[src/rtl/memory_arbiter.sv]
// Shares the CPU's single memory port between instruction fetch (IF) and data load/store (DS).
// Define ARB_ROUND_ROBIN_EN for alternating grants under contention; default is DS-over-IF.
module memory_arbiter #(
    parameter int unsigned ADDR_WIDTH = 32,
    parameter int unsigned DATA_WIDTH = 32
) (
    input  logic                    clock,
    input  logic                    reset,

    input  logic                    if_req_valid,
    output logic                    if_req_ready,
    input  logic [ADDR_WIDTH-1:0]   if_addr,
    output logic                    if_rsp_valid,
    output logic [DATA_WIDTH-1:0]   if_rsp_data,

    input  logic                    ds_req_valid,
    output logic                    ds_req_ready,
    input  logic [ADDR_WIDTH-1:0]   ds_addr,
    input  logic                    ds_write,
    input  logic [DATA_WIDTH-1:0]   ds_wdata,
    input  logic [DATA_WIDTH/8-1:0] ds_wstrb,
    output logic                    ds_rsp_valid,
    output logic [DATA_WIDTH-1:0]   ds_rsp_data,

    output logic                    mem_req_valid,
    input  logic                    mem_req_ready,
    output logic [ADDR_WIDTH-1:0]   mem_addr,
    output logic                    mem_write,
    output logic [DATA_WIDTH-1:0]   mem_wdata,
    output logic [DATA_WIDTH/8-1:0] mem_wstrb,
    input  logic                    mem_rsp_valid,
    input  logic [DATA_WIDTH-1:0]   mem_rsp_data
);

    typedef enum logic [1:0] {StIdle, StIssue, StWait} state_e;
    typedef enum logic {OwnerIf = 1'b0, OwnerDs = 1'b1} owner_e;

    state_e                  state_q, state_d;
    owner_e                  owner_q, owner_d;
    logic [ADDR_WIDTH-1:0]   addr_q, addr_d;
    logic                    write_q, write_d;
    logic [DATA_WIDTH-1:0]   wdata_q, wdata_d;
    logic [DATA_WIDTH/8-1:0] wstrb_q, wstrb_d;

    logic grant_if;
    logic grant_ds;
    logic rsp_fire;

`ifdef ARB_ROUND_ROBIN_EN
    // Remembers who won the last grant; resets to IF so the first contended grant goes to DS.
    owner_e last_grant_q, last_grant_d;

    always_comb begin
        grant_ds = ds_req_valid;
        grant_if = if_req_valid;
        if (if_req_valid && ds_req_valid) begin
            grant_ds = (last_grant_q == OwnerIf);
            grant_if = (last_grant_q == OwnerDs);
        end
    end

    always_comb begin
        last_grant_d = last_grant_q;
        if (state_q == StIdle) begin
            if (grant_ds) begin
                last_grant_d = OwnerDs;
            end else if (grant_if) begin
                last_grant_d = OwnerIf;
            end
        end
    end

    always_ff @(posedge clock or posedge reset) begin
        if (reset) begin
            last_grant_q <= OwnerIf;
        end else begin
            last_grant_q <= last_grant_d;
        end
    end
`else
    assign grant_ds = ds_req_valid;
    assign grant_if = if_req_valid && !ds_req_valid;
`endif

    // A response completes in WAIT, or in ISSUE when the request and response share a cycle.
    assign rsp_fire = !reset && mem_rsp_valid &&
                      ((state_q == StWait) || ((state_q == StIssue) && mem_req_ready));

    always_comb begin
        state_d = state_q;
        owner_d = owner_q;
        addr_d  = addr_q;
        write_d = write_q;
        wdata_d = wdata_q;
        wstrb_d = wstrb_q;
        unique case (state_q)
            StIdle: begin
                if (grant_ds) begin
                    owner_d = OwnerDs;
                    addr_d  = ds_addr;
                    write_d = ds_write;
                    wdata_d = ds_wdata;
                    wstrb_d = ds_wstrb;
                    state_d = StIssue;
                end else if (grant_if) begin
                    owner_d = OwnerIf;
                    addr_d  = if_addr;
                    write_d = 1'b0;
                    wdata_d = '0;
                    wstrb_d = '0;
                    state_d = StIssue;
                end
            end
            StIssue: begin
                if (mem_req_ready) begin
                    state_d = mem_rsp_valid ? StIdle : StWait;
                end
            end
            StWait: begin
                if (mem_rsp_valid) begin
                    state_d = StIdle;
                end
            end
            default: state_d = StIdle;
        endcase
    end

    always_ff @(posedge clock or posedge reset) begin
        if (reset) begin
            state_q <= StIdle;
            owner_q <= OwnerIf;
            addr_q  <= '0;
            write_q <= 1'b0;
            wdata_q <= '0;
            wstrb_q <= '0;
        end else begin
            state_q <= state_d;
            owner_q <= owner_d;
            addr_q  <= addr_d;
            write_q <= write_d;
            wdata_q <= wdata_d;
            wstrb_q <= wstrb_d;
        end
    end

    assign if_req_ready  = !reset && (state_q == StIdle) && grant_if;
    assign ds_req_ready  = !reset && (state_q == StIdle) && grant_ds;

    assign if_rsp_valid  = rsp_fire && (owner_q == OwnerIf);
    assign ds_rsp_valid  = rsp_fire && (owner_q == OwnerDs);
    assign if_rsp_data   = mem_rsp_data;
    assign ds_rsp_data   = mem_rsp_data;

    assign mem_req_valid = (state_q == StIssue);
    assign mem_addr      = addr_q;
    assign mem_write     = write_q;
    assign mem_wdata     = wdata_q;
    assign mem_wstrb     = wstrb_q;

endmodule
[config.mk]
export PLATFORM = sky130hd
export DESIGN_NAME = memory_arbiter
export DESIGN_NICKNAME = d
export VERILOG_FILES = /design/src/rtl/memory_arbiter.sv
export SDC_FILE = /design/constraint.sdc
export NUM_CORES = 1
export LEC_CHECK = 0
export CAP_MARGIN = 20
export CORE_MARGIN = 5
export CORE_UTILIZATION = 36
export DETAILED_ROUTE_END_ITERATION = 8
export PLACE_DENSITY_LB_ADDON = 0.08
export SLEW_MARGIN = 20
export SYNTH_ARGS = -nofsm -noshare
export SYNTH_HDL_FRONTEND = slang
export SYNTH_SLANG_ARGS = --single-unit
export TNS_END_PERCENT = 50
[constraint.sdc]
create_clock -name clock -period 4.6 [get_ports clock]
set_input_delay 0.69 -clock clock [delete_from_list [all_inputs] [get_ports clock]]
set_output_delay 0.69 -clock clock [all_outputs]
set_load 0.01 [all_outputs]
==> results of run 1 <==
-- cell families (layout without fill, tap and decap cells) --
kind of cell	count (synthesis)	after routing	share of synthesized area (%)
muxes	64	64	20.30
AOI/OAI and AO/OA	41	41	10.08
buffers and inverters	81	202	16.84
DFF	72	72	50.74
and+or+nand+nor	11	11	2.044
-- state kept, by name, summed over array words and instances (netlist names) --
name,cells
owner_q,1
mem_wstrb,4
mem_wdata,32
mem_addr,32
mem_write,1
state_q,2
-- power by group through the flow --
stage	Clock, W	Sequential (W)	Combinational, W
2_1_floorplan	0	0.00121	0.000575
3_3_place_gp	0	0.00108	0.00142
3_5_place_dp	0	0.00108	0.00143
4_1_cts	0.000524	0.00108	0.00143
5_1_grt	0.000554	0.00111	0.00151
6_report	0.000504	0.00108	0.00140
-- per-layer routing --
| layer | global-route usage [%] | share of wire (%) | wire length (um) |
|---|---|---|---|
| met1 | 18.15 | 42 | 3655 |
| met3 | 8.867 | 15 | 1292 |
| met4 | 4.720 | 1.7 | 146 |
| met2 | 20.04 | 41 | 3536 |
| met5 | 0 | 0 | 0 |
-- worst max-delay path by stage --
| stage | from | to | slack, ns |
|---|---|---|---|
| floorplan | reset | ds_req_ready | 1.32 |
| global placement | ds_req_valid | ds_req_ready | 1.77 |
| detailed placement | ds_req_valid | ds_req_ready | 1.77 |
| CTS | ds_req_valid | ds_req_ready | 1.77 |
| global route | ds_req_valid | if_req_ready | 1.66 |
| finish | ds_req_valid | ds_req_ready | 1.78 |
-- Yosys cell counts --
cell type and number:
a21o_1 1, a21oi_1 1, a22o_1 37, and2_1 1, and3_1 2, buf_2 4
buf_4 69, buf_6 4, clkbuf_1 2, dfrtp_1 72, inv_1 2, mux2_1 5
mux2_2 59, nand2_1 1, nand2b_1 1, nor2_1 2, nor2_4 1, nor2b_1 1
nor4b_1 1, nor4bb_1 1, o21ai_0 1, o21ai_4 1
-- metrics by stage --
stage                     setup WS (ns)  hold slack [ns]  total power [W]  cell area [um^2]  std cells
after global placement            1.769           0.4875         0.002502              4954        507
final                             1.780           0.5047         0.002980              5152        523
after global routing              1.664           0.5205         0.003179              5152        523
after floorplan                   1.315           0.4652         0.001786              3551        269
after CTS                         1.769           0.5077         0.003034              5152        523
after detailed placement          1.766           0.4899         0.002511              4954        507
-- cell type report --
type / count / share of cell area, %
clock buffers: 13 / 3.084
clock inverters: 3 / 0.7771
inverters: 2 / 0.1457
multi-input cells: 116 / 22.34
repair buffers: 184 / 35.45
well taps: 133 / 3.230
flip-flops and latches: 72 / 34.97
-- worst max-delay path, stage by stage --
cell and delay, ns:
buf_2 0.62, and3_1 0.27, clkdlybuf4s50_1 0.53
==> flow_summary_export.csv, run 1 <==
group,metric,value,unit
drt,drt-initial-drc-count,62,
synth,synth_cells,269,
floorplan,die_area,0.01195,mm^2
pwr,ir_worst_vdd,0.0002748,V
layout,seq_area,0.001802,mm^2
pwr,power.leakage,2.146,nW
clock_tree,cts_setup_buffers,0,
drt,dr_total_vias,2413,
worst_setup_path,r2r-start,"state_q[0]",
timing,slew_violations,0,
drt,dr.pass1.iters,4,
min_path,holdPathEnd,"mem_addr[15]",
drt,ant_nets,0,
worst_setup_path,reg2reg_depth,4,
floorplan,die_w,109.3,um
worst_setup_path,r2r_end,"mem_addr[17]",
clock_tree,clkLatencyLatePin,0.33,ns
timing,period_share,61.30,%
pwr,clockPowerShare,16.9,%
floorplan,die_y,109.3,um
clock_tree,cts_resized,0,
pwr,p_seq_share,36.1,%
min_path,min_path_type,"flip-flop to flip-flop",
grt,antenna_found_initial,0,
synth,synth.distinct_cells,22,
pwr,power_switching,0.0009095,W
pwr,swShare,30.52,%
floorplan,core_region_area,0.009684,mm^2
timing,max_freq,354.6,MHz
timing,setup_viol,0,
grt,grt_max_degree,73,
grt,grt_pass1_wl,13250,um
drt,wl_per_cell,16.50,um
synth,avgSynthCellArea,13.20,um^2
timing,fin_tns_setup,0,ns
grt,grt_pass1_vias,2524,
place,routabilityCongestion,0.7145,
worst_setup_path,critPathCaptureType,"primary output",
min_path,hold_depth,1,
grt,track_usage,14.32,%
pwr,power.density,578.4,mW/mm^2
drt,drc,0,
layout,layout_common_cells,"179 x clkdlybuf4s50_1, 72 x dfrtp_1, 59 x mux2_2, 37 x a22o_1, 11 x clkbuf_8",
run,cap_viol_max_count,0,
timing,fin_skew,0.01304,ns
pwr,internal_power,0.002071,W
clock_tree,cts-htree-levels,3,
drt,post_drt_via_cell_ratio,4.614,
place,io_buffers,180,
layout,fin_nets,524,
synth,synth_nets,408,
timing,rsz0062_at_grt,"no",
layout,multi_input_area,0.001151,mm^2
layout,post-route-util,53.20,%
synth,synth_area_leader_cell,"dfrtp_1",
min_path,hold_path_startpoint,"mem_addr[15]",
layout,layout_commonest_cell,"clkdlybuf4s50_1",
synth,synthesis.area,0.003551,mm^2
place,place_hpwl,6352,um
clock_tree,cts_root_buf,"clkbuf_8",
clock_tree,clockBufferDepth,2,
floorplan,start_util,36.67,%
layout,n_fill_cell,853,
worst_setup_path,path_max_fanout,36,
drt,routed_wirelength,8631,um
clock_tree,hold_buffers,0,
clock_tree,clk_pin_slew,0.07,ns
clock_tree,numCtsBuffers,9,
grt,grt-ovfl-total,0,
timing,finalCriticalPeriod,2.820,ns
floorplan,rows,36,
status,status,"finished, final reports clean",
worst_setup_path,cp.arrival,2.13,ns
timing,worst_pin_slew,0.8928,ns
layout,drive_gt1_share,20.77,%
layout,area_growth,45.10,%
floorplan,num_io_pins,277,
pwr,pwr-share-comb,47.0,%
synth,yosysTopAreaCellShare,50.74,%
synth,yosys_warnings,0,
synth,ys_seq_elements,72,
worst_setup_path,worstSetupPathType,"input pin to primary output",
worst_setup_path,r2r_slack,2.89,ns
timing,hold_viol,0,
worst_setup_path,crit_required,3.91,ns
synth,synth.yosys.seq_area_share,50.74,%
clock_tree,cts_tree,"yes",
worst_setup_path,critPathLaunchType,"input pin",
timing,relSlewSlack,40.48,%
clock_tree,cts_sinks,72,
layout,diodes,0,
synth,yosys-top-cells-area,"dfrtp_1 51%, mux2_2 19%, buf_4 15%",
Note: power is estimated with default switching activity, not from simulation.
==> run 2: changes to the inputs <==
Settings changed: CORE_UTILIZATION 36 to 34.
Clock period 4.6 ns to 2.9 ns, I/O delays scaled along.
==> run 2 against run 1 <==
Net effect:
- total power grew 55%
- flip-flop and latch count is the same
- via count grew 0.29%
- die area grew 5.3%
- combinational power grew 59%
- core utilization shrank 3.3 points
- critical path type is now flip-flop to primary output
- largest cell class unchanged
==> flow_summary_export.csv, run 2 (same netlist as run 1, synthesis figures left out) <==
group,metric,value,unit
clock_tree,clk_pin_slew,0.07,ns
timing,fin_skew,0.005341,ns
worst_setup_path,critPathCaptureType,"primary output",
clock_tree,clockBufferDepth,2,
grt,grt-ovfl-total,0,
drt,post_drt_via_cell_ratio,4.601,
floorplan,rows,37,
drt,ant_nets,0,
drt,drt-initial-drc-count,51,
timing,max_freq,414.0,MHz
run,cap_viol_max_count,0,
place,routabilityCongestion,0.7269,
drt,drc,0,
grt,grt_pass1_vias,2633,
grt,antenna_found_initial,0,
place,io_buffers,180,
layout,layout_commonest_cell,"clkdlybuf4s50_1",
grt,grt_util_met3,8.194,%
timing,setup_viol,0,
timing,hold_viol,0,
timing,fin_tns_setup,0,ns
place,post_dp_cell_area,0.004965,mm^2
layout,area_growth,44.36,%
grt,track_usage,13.92,%
worst_setup_path,critPathLaunchType,"flip-flop",
timing,holdWs,0.5041,ns
worst_setup_path,reg2reg_depth,4,
worst_setup_path,r2r_slack,1.42,ns
timing,rsz0062_at_grt,"no",
clock_tree,cts_tree,"yes",
timing,worst_pin_slew,0.9049,ns
status,status,"finished, final reports clean",
place,numPlacedInstances,511,
floorplan,num_io_pins,277,
layout,n_fill_cell,934,
grt,grt_max_degree,73,
clock_tree,cts_sinks,72,
clock_tree,clkLatencyLatePin,0.33,ns
layout,drive_gt1_share,21.28,%
worst_setup_path,r2r_end,"mem_addr[7]",
drt,routed_wirelength,8880,um
timing,period_share,83.30,%
place,place_hpwl,6450,um
min_path,hold_path_startpoint,"mem_addr[29]",
clock_tree,cts_resized,0,
drt,dr_total_vias,2420,
pwr,power.leakage,2.124,nW
layout,diodes,0,
clock_tree,cts_setup_buffers,0,
timing,finalCriticalPeriod,2.416,ns
clock_tree,cts_root_buf,"clkbuf_8",
clock_tree,numCtsBuffers,9,
pwr,ir_worst_vdd,0.0004214,V
min_path,hold_depth,1,
grt,grt_use_met2,20.50,%
timing,relSlewSlack,39.67,%
min_path,holdPathEnd,"mem_addr[29]",
layout,design_area,0.005126,mm^2
floorplan,die_y,112.2,um
worst_setup_path,crit_required,2.47,ns
worst_setup_path,cp.arrival,1.98,ns
floorplan,start_util,34.55,%
floorplan,die_w,112.2,um
grt,grt_pass1_wl,14020,um
floorplan,die_area,0.01259,mm^2
layout,final_cells,526,
layout,fin_nets,525,
layout,layout_common_cells,"179 x clkdlybuf4s50_1, 72 x dfrtp_1, 59 x mux2_2, 37 x a22o_1, 9 x clkbuf_8",
worst_setup_path,r2r-start,"state_q[0]",
clock_tree,cts-htree-levels,3,
worst_setup_path,path_max_fanout,3,
grt,grt_use_met1,17.47,%
worst_setup_path,worstSetupPathType,"flip-flop to primary output",
floorplan,core_region_area,0.01028,mm^2
drt,wl_per_cell,16.88,um
pwr,power.density,899.4,mW/mm^2
min_path,min_path_type,"flip-flop to flip-flop",
grt,grt_busiest_layer,"met2",
drt,dr.pass1.iters,4,
timing,slew_violations,0,
clock_tree,hold_buffers,0,
run 2: cell count changes in the layout (fill, tap and decap cells not counted):
| cell | change |
|---|---|
| bufinv_16 | -1 |
| clkbuf_1 | -2 |
| clkinvlp_4 | +3 |
| clkbuf_8 | -2 |
| clkinv_2 | +1 |
| buf_4 | +1 |
run 2: worst max path at each step:
stage | from | endpoint | slack [ns] | cells after the start
2_1_floorplan | reset | ds_req_ready | 0.13 | 2
3_3_place_gp | mem_req_ready | if_rsp_valid | 0.62 | 4
3_5_place_dp | mem_req_ready | ds_rsp_valid | 0.56 | 4
4_1_cts | state_q[1] | ds_rsp_valid | 0.45 | 5
5_1_grt | state_q[1] | ds_rsp_valid | 0.28 | 5
6_report | state_q[1] | ds_rsp_valid | 0.48 | 5
run 2: metal layers:
layer | up-vias | part of all wire (%)
li1 | 1115 | -
met1 | 1152 | 42
met2 | 141 | 44
met3 | 12 | 13
met4 | 0 | 1.1
met5 | - | 0
run 2: area by class of cell:
type | count | area [um^2] | share of cell area, %
Timing Repair Buffer | 185 | 1834 | 35.78
Clock inverter | 6 | 37.54 | 0.7322
Sequential cell | 72 | 1802 | 35.15
Multi-Input combinational cell | 116 | 1151 | 22.46
Tap cell | 136 | 170.2 | 3.319
Inverter | 2 | 7.507 | 0.1464
Clock buffer | 9 | 123.9 | 2.416
run 2: report_power, final:
group / leakage [nW] / switching [W] / internal [W] / total, W
Sequential: 0.883 / 0.000245 / 0.00147 / 0.00171
Clock: 0.0769 / 0.000368 / 0.000301 / 0.000669
Combinational: 1.16 / 0.000855 / 0.00138 / 0.00223
Total: 2.12 / 0.00147 / 0.00314 / 0.00461
run 2: stage by stage:
step	worst slack [ns]	util (%)	power, W
CTS	0.4528	49.88	0.004706
finish	0.4843	49.88	0.004610
detailed placement	0.5553	48.31	0.003997
global placement	0.6205	48.31	0.003975
floorplan	0.1253	-	0.002833
global route	0.2847	49.88	0.004918
run 2: critical path: stages (launching register included):
cell	delay, ns
dfrtp_1	0.42
nand2b_1	0.17
inv_1	0.07
a21oi_1	0.10
nor4bb_1	0.30
clkdlybuf4s50_1	0.60
==> run 3: changes to the inputs <==
Clock period 2.9 ns to 2.3 ns, I/O delays scaled along.
==> run 3 against run 2 <==
Net effect:
- core utilization up 1.1 points
- sequential power up 25%
- flip-flop and latch count unchanged
- critical path depth down 1
- register-to-register slack lost 0.50 ns
- highest routed layer unchanged
- hold slack got worse by 0.00061 ns
- routed wire length fell by 2.0%
==> flow_summary_export.csv, run 3 (same netlist as run 1, synthesis figures left out) <==
group,metric,value,unit
clock_tree,clockBufferDepth,2,
drt,drt-initial-drc-count,68,
timing,hold_viol,0,
place,io_buffers,180,
timing,holdWs,0.5035,ns
run,cap_viol_max_count,0,
worst_setup_path,cpMaxStageDelayCell,"clkdlybuf4s50_1",
layout,layout_common_cells,"177 x clkdlybuf4s50_1, 72 x dfrtp_1, 59 x mux2_2, 37 x a22o_1, 11 x clkbuf_8",
layout,post-route-util,50.99,%
layout,final_cells,528,
worst_setup_path,critPathLaunchType,"input pin",
grt,grt_pass1_vias,2677,
place,routabilityCongestion,0.7672,
floorplan,num_io_pins,277,
worst_setup_path,cpMostUsedCell,"clkdlybuf4s50_1",
worst_setup_path,worstSetupPathType,"input pin to primary output",
layout,layout_commonest_cell,"clkdlybuf4s50_1",
drt,wl_per_cell,16.47,um
drt,ant_nets,0,
pwr,ir_worst_vdd,0.0004539,V
place,place_worst_setup_slack,0.1801,ns
pwr,power.density,1187,mW/mm^2
layout,area_growth,47.57,%
worst_setup_path,cp.arrival,1.71,ns
worst_setup_path,critPathCaptureType,"primary output",
layout,diodes,0,
place,place_hpwl,6306,um
timing,period_share,89.17,%
worst_setup_path,cpLargestDelayFamily,"buffers and inverters",
drt,post_drt_via_cell_ratio,4.511,
floorplan,start_util,34.55,%
clock_tree,cts_setup_buffers,0,
grt,track_usage,14.02,%
clock_tree,cts_root_buf,"clkbuf_8",
min_path,min_path_type,"flip-flop to flip-flop",
drt,dr_total_vias,2382,
layout,n_fill_cell,945,
clock_tree,cts_tree,"yes",
layout,multi_input_area,0.001151,mm^2
clock_tree,cts-htree-levels,3,
place,numPlacedInstances,512,
floorplan,die_w,112.2,um
worst_setup_path,crit_buf_inv,3,
layout,seq_area,0.001802,mm^2
grt,antenna_found_initial,0,
floorplan,die_y,112.2,um
status,status,"finished, final reports clean",
layout,drive_gt1_share,21.68,%
grt,grt-ovfl-total,0,
clock_tree,numCtsBuffers,9,
timing,slew_violations,0,
timing,setup_viol,0,
worst_setup_path,path_max_fanout,4,
clock_tree,clkLatencyLatePin,0.34,ns
grt,grt_max_degree,73,
timing,worst_slack,0.2490,ns
timing,max_freq,487.6,MHz
timing,rsz0062_at_grt,"no",
worst_setup_path,slowest_delay,0.58,ns
floorplan,die_area,0.01259,mm^2
drt,drc,0,
floorplan,rows,37,
timing,relSlewSlack,39.21,%
clock_tree,clk_pin_slew,0.07,ns
timing,worst_pin_slew,0.9118,ns
timing,finalCriticalPeriod,2.051,ns
clock_tree,cts_sinks,72,
grt,grt_pass1_wl,14320,um
pwr,power.leakage,2.188,nW
worst_setup_path,crit_chain,"clkdlybuf4s50_1 > clkinvlp_4 > and3_1 > clkdlybuf4s50_1",
drt,dr.pass1.iters,4,
layout,fin_nets,526,
worst_setup_path,crit_required,1.96,ns
drt,routed_wirelength,8698,um
timing,fin_tns_setup,0,ns
floorplan,core_region_area,0.01028,mm^2
timing,fin_skew,0.01780,ns
run 3: changes by cell type in the layout (fill, tap and decap cells not counted), moves of 2 or more:
cell             delta
dlygate4sd2_1       +2
clkdlybuf4s50_1     -2
bufinv_16           +3
clkinv_2            -2
clkbuf_8            +2
run 3: worst reg2reg max path: stages (launching register included):
cell	delay, ns
dfrtp_1	0.42
nor2_4	0.19
and2_1	0.15
buf_4	0.35
a22o_1	0.21
run 3: final timing paths:
| check | start | end | slack, ns | depth (start not counted) |
|---|---|---|---|---|
| min in group asynchronous | reset | mem_addr[2] | 0.77 | 3 |
| worst max register to register | state_q[0] | mem_wdata[27] | 0.92 | 4 |
| worst min-delay path | mem_addr[16] | mem_addr[16] | 0.50 | 1 |
| worst min register to register | mem_addr[16] | mem_addr[16] | 0.50 | 1 |
| worst max-delay path | reset | ds_req_ready | 0.25 | 4 |
| max in group asynchronous | reset | mem_wdata[6] | 0.92 | 3 |
run 3: repair_timing:
action,4_1_cts,5_1_grt
resized for setup,2,0
hold buffers,0,0
setup endpoints to repair,2,0
run 3: layout make-up:
type | instances | share of cell area, %
Tap cell | 136 | 3.247
Clock inverter | 5 | 1.958
Multi-Input combinational cell | 116 | 21.97
Timing Repair Buffer | 186 | 35.34
Clock buffer | 11 | 2.889
Inverter | 2 | 0.2149
Sequential cell | 72 | 34.38
run 3: layer usage:
metal  track usage, %  wire length [um]
met1            18.63              3956
met2            19.47              3606
met3            7.332              1063
met4            4.968                72
met5                0                 0
run 3: report_power, final:
group | switching [W] | leakage, nW | internal [W]
combinational | 0.00108 | 1.18 | 0.00176
sequential | 0.000294 | 0.883 | 0.00185
clock | 0.000459 | 0.126 | 0.000778
run 3: stage by stage:
stage                     cell area [um^2]  total power (W)
final                                 5240         0.006220
after global routing                  5240         0.006624
after CTS                             5240         0.006342
after detailed placement              4989         0.005061
after global placement                4989         0.005036
after floorplan                       3555         0.003572
